[config.mk]
export PLATFORM = sky130hd
export DESIGN_NAME = bist_controller
export DESIGN_NICKNAME = d
export VERILOG_FILES = /design/src/rtl/bist_pkg.sv /design/src/rtl/bist_controller.sv
export SDC_FILE = /design/constraint.sdc
export NUM_CORES = 1
export LEC_CHECK = 0
export BUFFER_PORTS_ARGS = -buffer_cell sky130_fd_sc_hd__clkbuf_2
export CAP_MARGIN = 40
export CELL_PAD_IN_SITES_DETAIL_PLACEMENT = 1
export CELL_PAD_IN_SITES_GLOBAL_PLACEMENT = 1
export CORE_UTILIZATION = 37
export CTS_CLUSTER_DIAMETER = 150
export DETAILED_ROUTE_END_ITERATION = 10
export PLACE_DENSITY = 0.86
export SLEW_MARGIN = 30
export SYNTH_ARGS = -nofsm -noshare
export SYNTH_HDL_FRONTEND = slang
export SYNTH_SLANG_ARGS = --single-unit
[constraint.sdc]
create_clock -name clk -period 1.8 [get_ports clk]
set_clock_uncertainty 0.1 [all_clocks]
set_input_delay 0.09 -clock clk [delete_from_list [all_inputs] [get_ports clk]]
set_output_delay 0.09 -clock clk [all_outputs]
set_load 0.05 [all_outputs]
[src/rtl/bist_pkg.sv]
// Shared definitions for the BIST controller: FSM state encoding and the
// default golden MISR signature.
package bist_pkg;

  typedef enum logic [2:0] {
    ST_IDLE,
    ST_CLEAR,
    ST_SHIFT,
    ST_CAPTURE,
    ST_FLUSH,
    ST_COMPARE,
    ST_FINISH
  } bist_state_e;

  localparam logic [15:0] DEFAULT_GOLDEN_SIG = 16'hA5C3;

endpackage

[src/rtl/bist_controller.sv]
// Scan BIST sequencer: drives an external pattern LFSR and MISR through
// shift/capture cycles, then compares the final signature to a golden value.
module bist_controller
  import bist_pkg::*;
#(
  parameter int unsigned CHAIN_LEN    = 8,
  parameter int unsigned NUM_PATTERNS = 100,
  parameter logic [15:0] GOLDEN_SIG   = DEFAULT_GOLDEN_SIG
) (
  input  logic        clk,
  input  logic        rst_n,
  input  logic        start,
  input  logic [15:0] misr_sig,
  output logic        se,
  output logic        lfsr_en,
  output logic        misr_en,
  output logic        misr_clr,
  output logic        busy,
  output logic        done,
  output logic        pass
);

  localparam int BIT_W = $clog2(CHAIN_LEN + 1);
  localparam int PAT_W = $clog2(NUM_PATTERNS + 1);
  localparam logic [BIT_W-1:0] LAST_BIT = BIT_W'(CHAIN_LEN - 1);
  localparam logic [PAT_W-1:0] LAST_PAT = PAT_W'(NUM_PATTERNS - 1);

  bist_state_e      state_q, state_d;
  logic [BIT_W-1:0] bit_cnt_q, bit_cnt_d;
  logic [PAT_W-1:0] pat_cnt_q, pat_cnt_d;
  logic             pass_q;

  // COMPARE runs one cycle after the last FLUSH compaction, so misr_sig
  // already holds the final signature when it is latched here.
  always_ff @(posedge clk or negedge rst_n) begin
    if (!rst_n) begin
      state_q   <= ST_IDLE;
      bit_cnt_q <= '0;
      pat_cnt_q <= '0;
      pass_q    <= 1'b0;
    end else begin
      state_q   <= state_d;
      bit_cnt_q <= bit_cnt_d;
      pat_cnt_q <= pat_cnt_d;
      if (state_q == ST_COMPARE) begin
        pass_q <= (misr_sig == GOLDEN_SIG);
      end
    end
  end

  always_comb begin
    state_d   = state_q;
    bit_cnt_d = bit_cnt_q;
    pat_cnt_d = pat_cnt_q;
    se        = 1'b1;
    lfsr_en   = 1'b0;
    misr_en   = 1'b0;
    misr_clr  = 1'b0;
    busy      = 1'b0;
    done      = 1'b0;

    case (state_q)
      ST_IDLE: begin
        if (start) state_d = ST_CLEAR;
      end
      ST_CLEAR: begin
        busy      = 1'b1;
        misr_clr  = 1'b1;
        bit_cnt_d = '0;
        pat_cnt_d = '0;
        state_d   = ST_SHIFT;
      end
      ST_SHIFT: begin
        busy    = 1'b1;
        lfsr_en = 1'b1;
        // The very first load only flushes stale chain contents.
        misr_en = (pat_cnt_q != '0);
        if (bit_cnt_q == LAST_BIT) begin
          bit_cnt_d = '0;
          state_d   = ST_CAPTURE;
        end else begin
          bit_cnt_d = bit_cnt_q + BIT_W'(1);
        end
      end
      ST_CAPTURE: begin
        busy      = 1'b1;
        se        = 1'b0;
        lfsr_en   = 1'b1;
        pat_cnt_d = pat_cnt_q + PAT_W'(1);
        state_d   = (pat_cnt_q == LAST_PAT) ? ST_FLUSH : ST_SHIFT;
      end
      ST_FLUSH: begin
        busy    = 1'b1;
        misr_en = 1'b1;
        if (bit_cnt_q == LAST_BIT) begin
          bit_cnt_d = '0;
          state_d   = ST_COMPARE;
        end else begin
          bit_cnt_d = bit_cnt_q + BIT_W'(1);
        end
      end
      ST_COMPARE: begin
        busy    = 1'b1;
        state_d = ST_FINISH;
      end
      ST_FINISH: begin
        done = 1'b1;
        if (start) state_d = ST_CLEAR;
      end
      default: state_d = ST_IDLE;
    endcase
  end

  assign pass = pass_q;

endmodule

==> results of run 1 <==
-- layer usage --
layer,vias to the layer above,GRT usage,share of wire
met5,-,0,0
met4,0,0.0877,0.0060
met3,2,0.0201,0.040
met2,35,0.365,0.50
met1,514,0.290,0.45
li1,489,-,-
-- per-stage QoR --
step / TNS [ps] / instance area [um2]
after global routing: -15.9 / 1250
after floorplan: -0.594 / 976
after detailed placement: 0 / 1130
after global placement: 0 / 1130
after CTS: 0 / 1200
final: 0 / 1250
-- kinds of logic (layout without fill, tap and decap cells) --
family | count (synthesis) | count (layout) | synth area share
AND/OR/NAND/NOR | 54 | 54 | 0.279
flip-flops | 15 | 15 | 0.387
adder cells (fa/ha/maj) | 4 | 4 | 0.0490
buffers and inverters | 12 | 48 | 0.0593
XOR/XNOR | 1 | 1 | 0.00903
multiplexers | 3 | 3 | 0.0310
AO/OA/AOI/OAI | 29 | 29 | 0.186
-- final timing paths --
kind                                             to  slack [ps]
max                                         misr_en          30
min                                pass$_DFFE_PN0P_          -3
max reg2reg                bit_cnt_q[0]$_DFFE_PN0P_          80
min reg2reg                        pass$_DFFE_PN0P_         410
max in group asynchronous    state_q[0]$_DFFE_PN0P_        1140
min in group asynchronous  pat_cnt_q[3]$_DFFE_PN0P_         140
-- power groups by stage --
stage / clock (mW) / sequential [mW] / combinational, mW
2_1_floorplan: 0 / 0.564 / 0.762
5_1_grt: 0.228 / 0.670 / 1.18
6_report: 0.206 / 0.653 / 1.08
3_5_place_dp: 0 / 0.665 / 0.919
3_3_place_gp: 0 / 0.646 / 0.876
4_1_cts: 0.212 / 0.666 / 0.976
-- registers in the layout, summed over array words and instances (netlist names) --
name / count
pass: 1
state_q: 3
pat_cnt_q: 7
bit_cnt_q: 4
-- cells in the mapped netlist (all sizes together) (3+ instances only) --
| library cell | instances | area [um2] |
|---|---|---|
| mux2i | 3 | 30.0 |
| nand3 | 4 | 20.0 |
| o21ai | 13 | 65.1 |
| ha | 3 | 37.5 |
| nor2 | 13 | 48.8 |
| dfrtp | 15 | 375 |
| buf | 5 | 31.3 |
| inv | 6 | 22.5 |
| a21oi | 9 | 45.0 |
| nor3 | 4 | 20.0 |
| nor4 | 3 | 18.8 |
| nand2 | 18 | 67.6 |
-- worst max-delay path, delay by kind of cell, from the launching register on --
family                 cells  cell delay (ps)
flip-flops                 1              480
buffers and inverters      2              330
AO/OA/AOI/OAI              2              240
AND/OR/NAND/NOR            1              240
-- final cells by class --
cell class,count,area (um2)
tap,30,37.5
sequential,15,379
fill,330,1220
multi-input combinational,91,551
timing repair buffer,38,239
inverter,6,22.5
clock buffer,4,26.3
-- what timing repair did --
item,in CTS,in global routing
resized for setup,7,0
endpoints found under the hold margin,18,0
hold buffers,3,0
endpoints found under the setup margin,3,2
setup buffers,0,7
==> impl_metrics.ini, run 1 <==
[floorplan]
std_cell_rows = 18
io_pins = 26
die_w_um = 53.2
start_util = 0.391
coreArea_um2 = 2480
die-area_um2 = 2830
die_y_um = 53.2

[worst_hold_path]
hp-start = misr_sig[11]
hold_path_class = in -> reg
hold_depth = 4

[finish]
nNetsFinal = 177
final_common_cell = clkbuf_2
drive_gt1_frac = 0.325
final_util = 0.507
layout_common_cells = 24 x clkbuf_2, 18 x nand2_1, 12 x nor2_1, 12 x o21ai_0, 12 x dfrtp_1
antenna-diode-count = 0
fin_cells = 184
area_delta_synth_final_pct = 29.4

[sta]
tightest_slew_ps = 447
hold_violations = 1
final.setup.worst_slack_ps = 31.8
min_period_ps = 1770
final_max_slew_viol_count = 0
hold_ws_ps = -3.17
max_freq_mhz = 566
slew_headroom = 0.699
post-route-period-util = 0.982
setup_violations = 0

[setup_path]
cp-startpoint = state_q[2]$_DFFE_PN0P_
critPathRequiredTime_ps = 1610
slowest_delay_ps = 480
worstRegToRegCells = 5
path_cells = nand2b_1, inv_2, o41ai_2, a21oi_2, clkbuf_8
crit_type = reg -> out
cp_max_fo = 8
cp_slowest_cell = dfrtp_2
worstSetupEndpointType = output pin
crit_path_start_kind = flip-flop
cp.arrival_ps = 1580
reg2reg_from = bit_cnt_q[0]$_DFFE_PN0P_

[drt]
firstDrtPassIters = 4
drtAntennaViolNets = 0
wirelength_um = 3020
drtIter0Drc = 22
wl_per_cell_um = 16.4
vias = 1040
avgViaCountPerCell = 5.65
drc = 0

[status]
status = finished, violations left
violations = hold timing

[power_and_ir_drop]
powerDensity_nw_per_um2 = 1550
swShare = 0.506
peakVddDrop_uv = 804
p_comb_frac = 0.557
p_leak_nw = 0.587
clkPwrFrac = 0.106
p_switching_mw = 0.981
sequentialPowerShare = 0.336
power_mw = 1.94
internal_power_mw = 0.959

[clocking]
cts_buffers = 3
cts_tree = yes
cts_htree_levels = 1
clk_latency_ps = 290
root_buffer = clkbuf_4
cts_num_sinks = 15
clk_pin_slew_ps = 90
clk_path_buf_depth = 2

[global_routing]
grt_pass1_wl_um = 4460
grt-ovfl-total = 0
antenna_found_initial = 0
grt_usage = 0.220
grt_pass1_vias = 970
grt_max_degree = 16

[logic_synthesis]
netlist_area_um2 = 970
synth_edf_count = 0
synthFlopType = dfrtp_1
synth_nets = 140
yosysUniqueCellTypes = 33
ys_ff_latch = 15
synth.avg_cell_area_um2 = 8.22
synth_seq_area_share = 0.387
yosysWarnings = 0
ys_async_sr_fraction = 1.00
synth_cells = 118

[flow_run]
cap_violations = 0

[placed_design]
gp_congestion = 0.831
hpwl_um = 2040
placed_cells = 170
post-place-ws_ps = 165
io_buffer_count = 25
(Power assumes the default switching activity.)
==> run 2, diff against run 1 <==
==> constraint.sdc (replaced) <==
create_clock -name clk -period 2 [get_ports clk]
set_clock_uncertainty 0.1 [all_clocks]
set_input_delay 0.1 -clock clk [delete_from_list [all_inputs] [get_ports clk]]
set_output_delay 0.1 -clock clk [all_outputs]
set_load 0.05 [all_outputs]
==> impl_metrics.ini, run 2 (same netlist as run 1, synthesis figures left out) <==
[setup_path]
cp_slowest_cell = dfrtp_2
cp_max_fo = 14
path_delay_family = flip-flops
crit_path_start_kind = flip-flop
worst-path-buf-inv = 2
critPathRequiredTime_ps = 1800
worstSetupEndpointType = output pin
cp.arrival_ps = 1670
slowest_delay_ps = 510
crit_type = reg -> out
path_cells = nand2b_1, inv_1, o41ai_2, a21oi_2, clkbuf_2

[flow_run]
cap_violations = 0

[floorplan]
coreArea_um2 = 2480
die_y_um = 53.2
die_w_um = 53.2
start_util = 0.391
io_pins = 26
std_cell_rows = 18
die-area_um2 = 2830

[sta]
post-route-period-util = 0.936
rsz0062_at_grt = no
setup_violations = 0
final_max_slew_viol_count = 0
max_freq_mhz = 534
final.setup.worst_slack_ps = 127
min_period_ps = 1870
slew_headroom = 0.731
hold_ws_ps = -1.14
hold_violations = 1
tightest_slew_ps = 403
setup-tns-final_ps = 0

[drt]
avgViaCountPerCell = 5.58
drtIter0Drc = 10
firstDrtPassIters = 4
wl_per_cell_um = 15.0
drtAntennaViolNets = 0
drc = 0
vias = 982
wirelength_um = 2640

[global_routing]
grt_pass1_wl_um = 4470
grt_pass1_vias = 1020
grt_usage = 0.217
grt_max_degree = 16
antenna_found_initial = 0
grt-ovfl-total = 0

[finish]
finish.instance_area_um2 = 1180
layout_common_cells = 25 x clkbuf_2, 18 x nand2_1, 13 x nor2_1, 13 x dfrtp_1, 12 x o21ai_0
regMostFlops = pat_cnt_q
fin_cells = 176
final_util = 0.478
top_regs = pat_cnt_q: 7 flops, bit_cnt_q: 4 flops, state_q: 3 flops
largest_register_ff_count = 7
area_delta_synth_final_pct = 22.1
nNetsFinal = 169
final_common_cell = clkbuf_2
antenna-diode-count = 0
fillers = 317
drive_gt1_frac = 0.274

[placed_design]
io_buffer_count = 25
post-place-ws_ps = 319
hpwl_um = 2000
placed_cells = 169
dpl_cell_area_um2 = 1120
gp_congestion = 0.821

[clocking]
root_buffer = clkbuf_4
cts_num_sinks = 15
clk_path_buf_depth = 2
cts_tree = yes
clk_latency_ps = 280
cts_buffers = 3
clk_pin_slew_ps = 100
cts_htree_levels = 1
post_cts_buffers = 0

[power_and_ir_drop]
p_leak_nw = 0.545
power_mw = 1.62
peakVddDrop_uv = 570
powerDensity_nw_per_um2 = 1370

[status]
violations = hold timing
status = finished, violations left

[worst_hold_path]
hold_path_class = in -> reg
## run 2: where the power goes
| part | switching [mW] | leakage (nW) | internal (mW) |
|---|---|---|---|
| clock network | 0.106 | 0.0177 | 0.0742 |
| registers | 0.183 | 0.168 | 0.410 |
| logic | 0.545 | 0.359 | 0.306 |
| total | 0.834 | 0.545 | 0.790 |
## run 2: cell type report
| type | count | area (um2) | area share |
|---|---|---|---|
| clock buffer | 3 | 22.5 | 0.0190 |
| clock inverter | 1 | 5.00 | 0.00423 |
| inverter | 6 | 22.5 | 0.0190 |
| multi-input combinational | 91 | 548 | 0.463 |
| sequential | 15 | 378 | 0.319 |
| tap | 30 | 37.5 | 0.0317 |
| timing repair buffer | 30 | 170 | 0.144 |
## run 2: what timing repair did
action / 4_1_cts / 5_1_grt
hold buffers: 3 / 0
setup endpoints to repair: 0 / 2
endpoints found under the hold margin: 17 / 0
resized for setup: 0 / 3
## run 2: final timing paths
kind / startpoint / end / slack, ps / cells after the start
max in group asynchronous: rst_n / state_q[2]$_DFFE_PN0P_ / 1350 / 2
min in group asynchronous: rst_n / pat_cnt_q[3]$_DFFE_PN0P_ / 150 / 2
worst max-delay path: state_q[2]$_DFFE_PN0P_ / misr_en / 130 / 5
worst max register to register: pat_cnt_q[0]$_DFFE_PN0P_ / state_q[2]$_DFFE_PN0P_ / 400 / 5
worst min-delay path: misr_sig[9] / pass$_DFFE_PN0P_ / -1 / 4
worst min register to register: pass$_DFFE_PN0P_ / pass$_DFFE_PN0P_ / 390 / 2
## run 2: per-layer routing
layer,up-vias,routed length (um),track usage
met2,27,1340,0.390
li1,474,-,-
met3,4,83,0.0201
met1,477,1180,0.269
met5,-,0,0
met4,0,34,0.0658
## run 2: worst min-delay path, cell delays in order
cell and delay [ps]:
clkbuf_2 80, nor4bb_1 40, nand4_1 60, o21ai_0 70
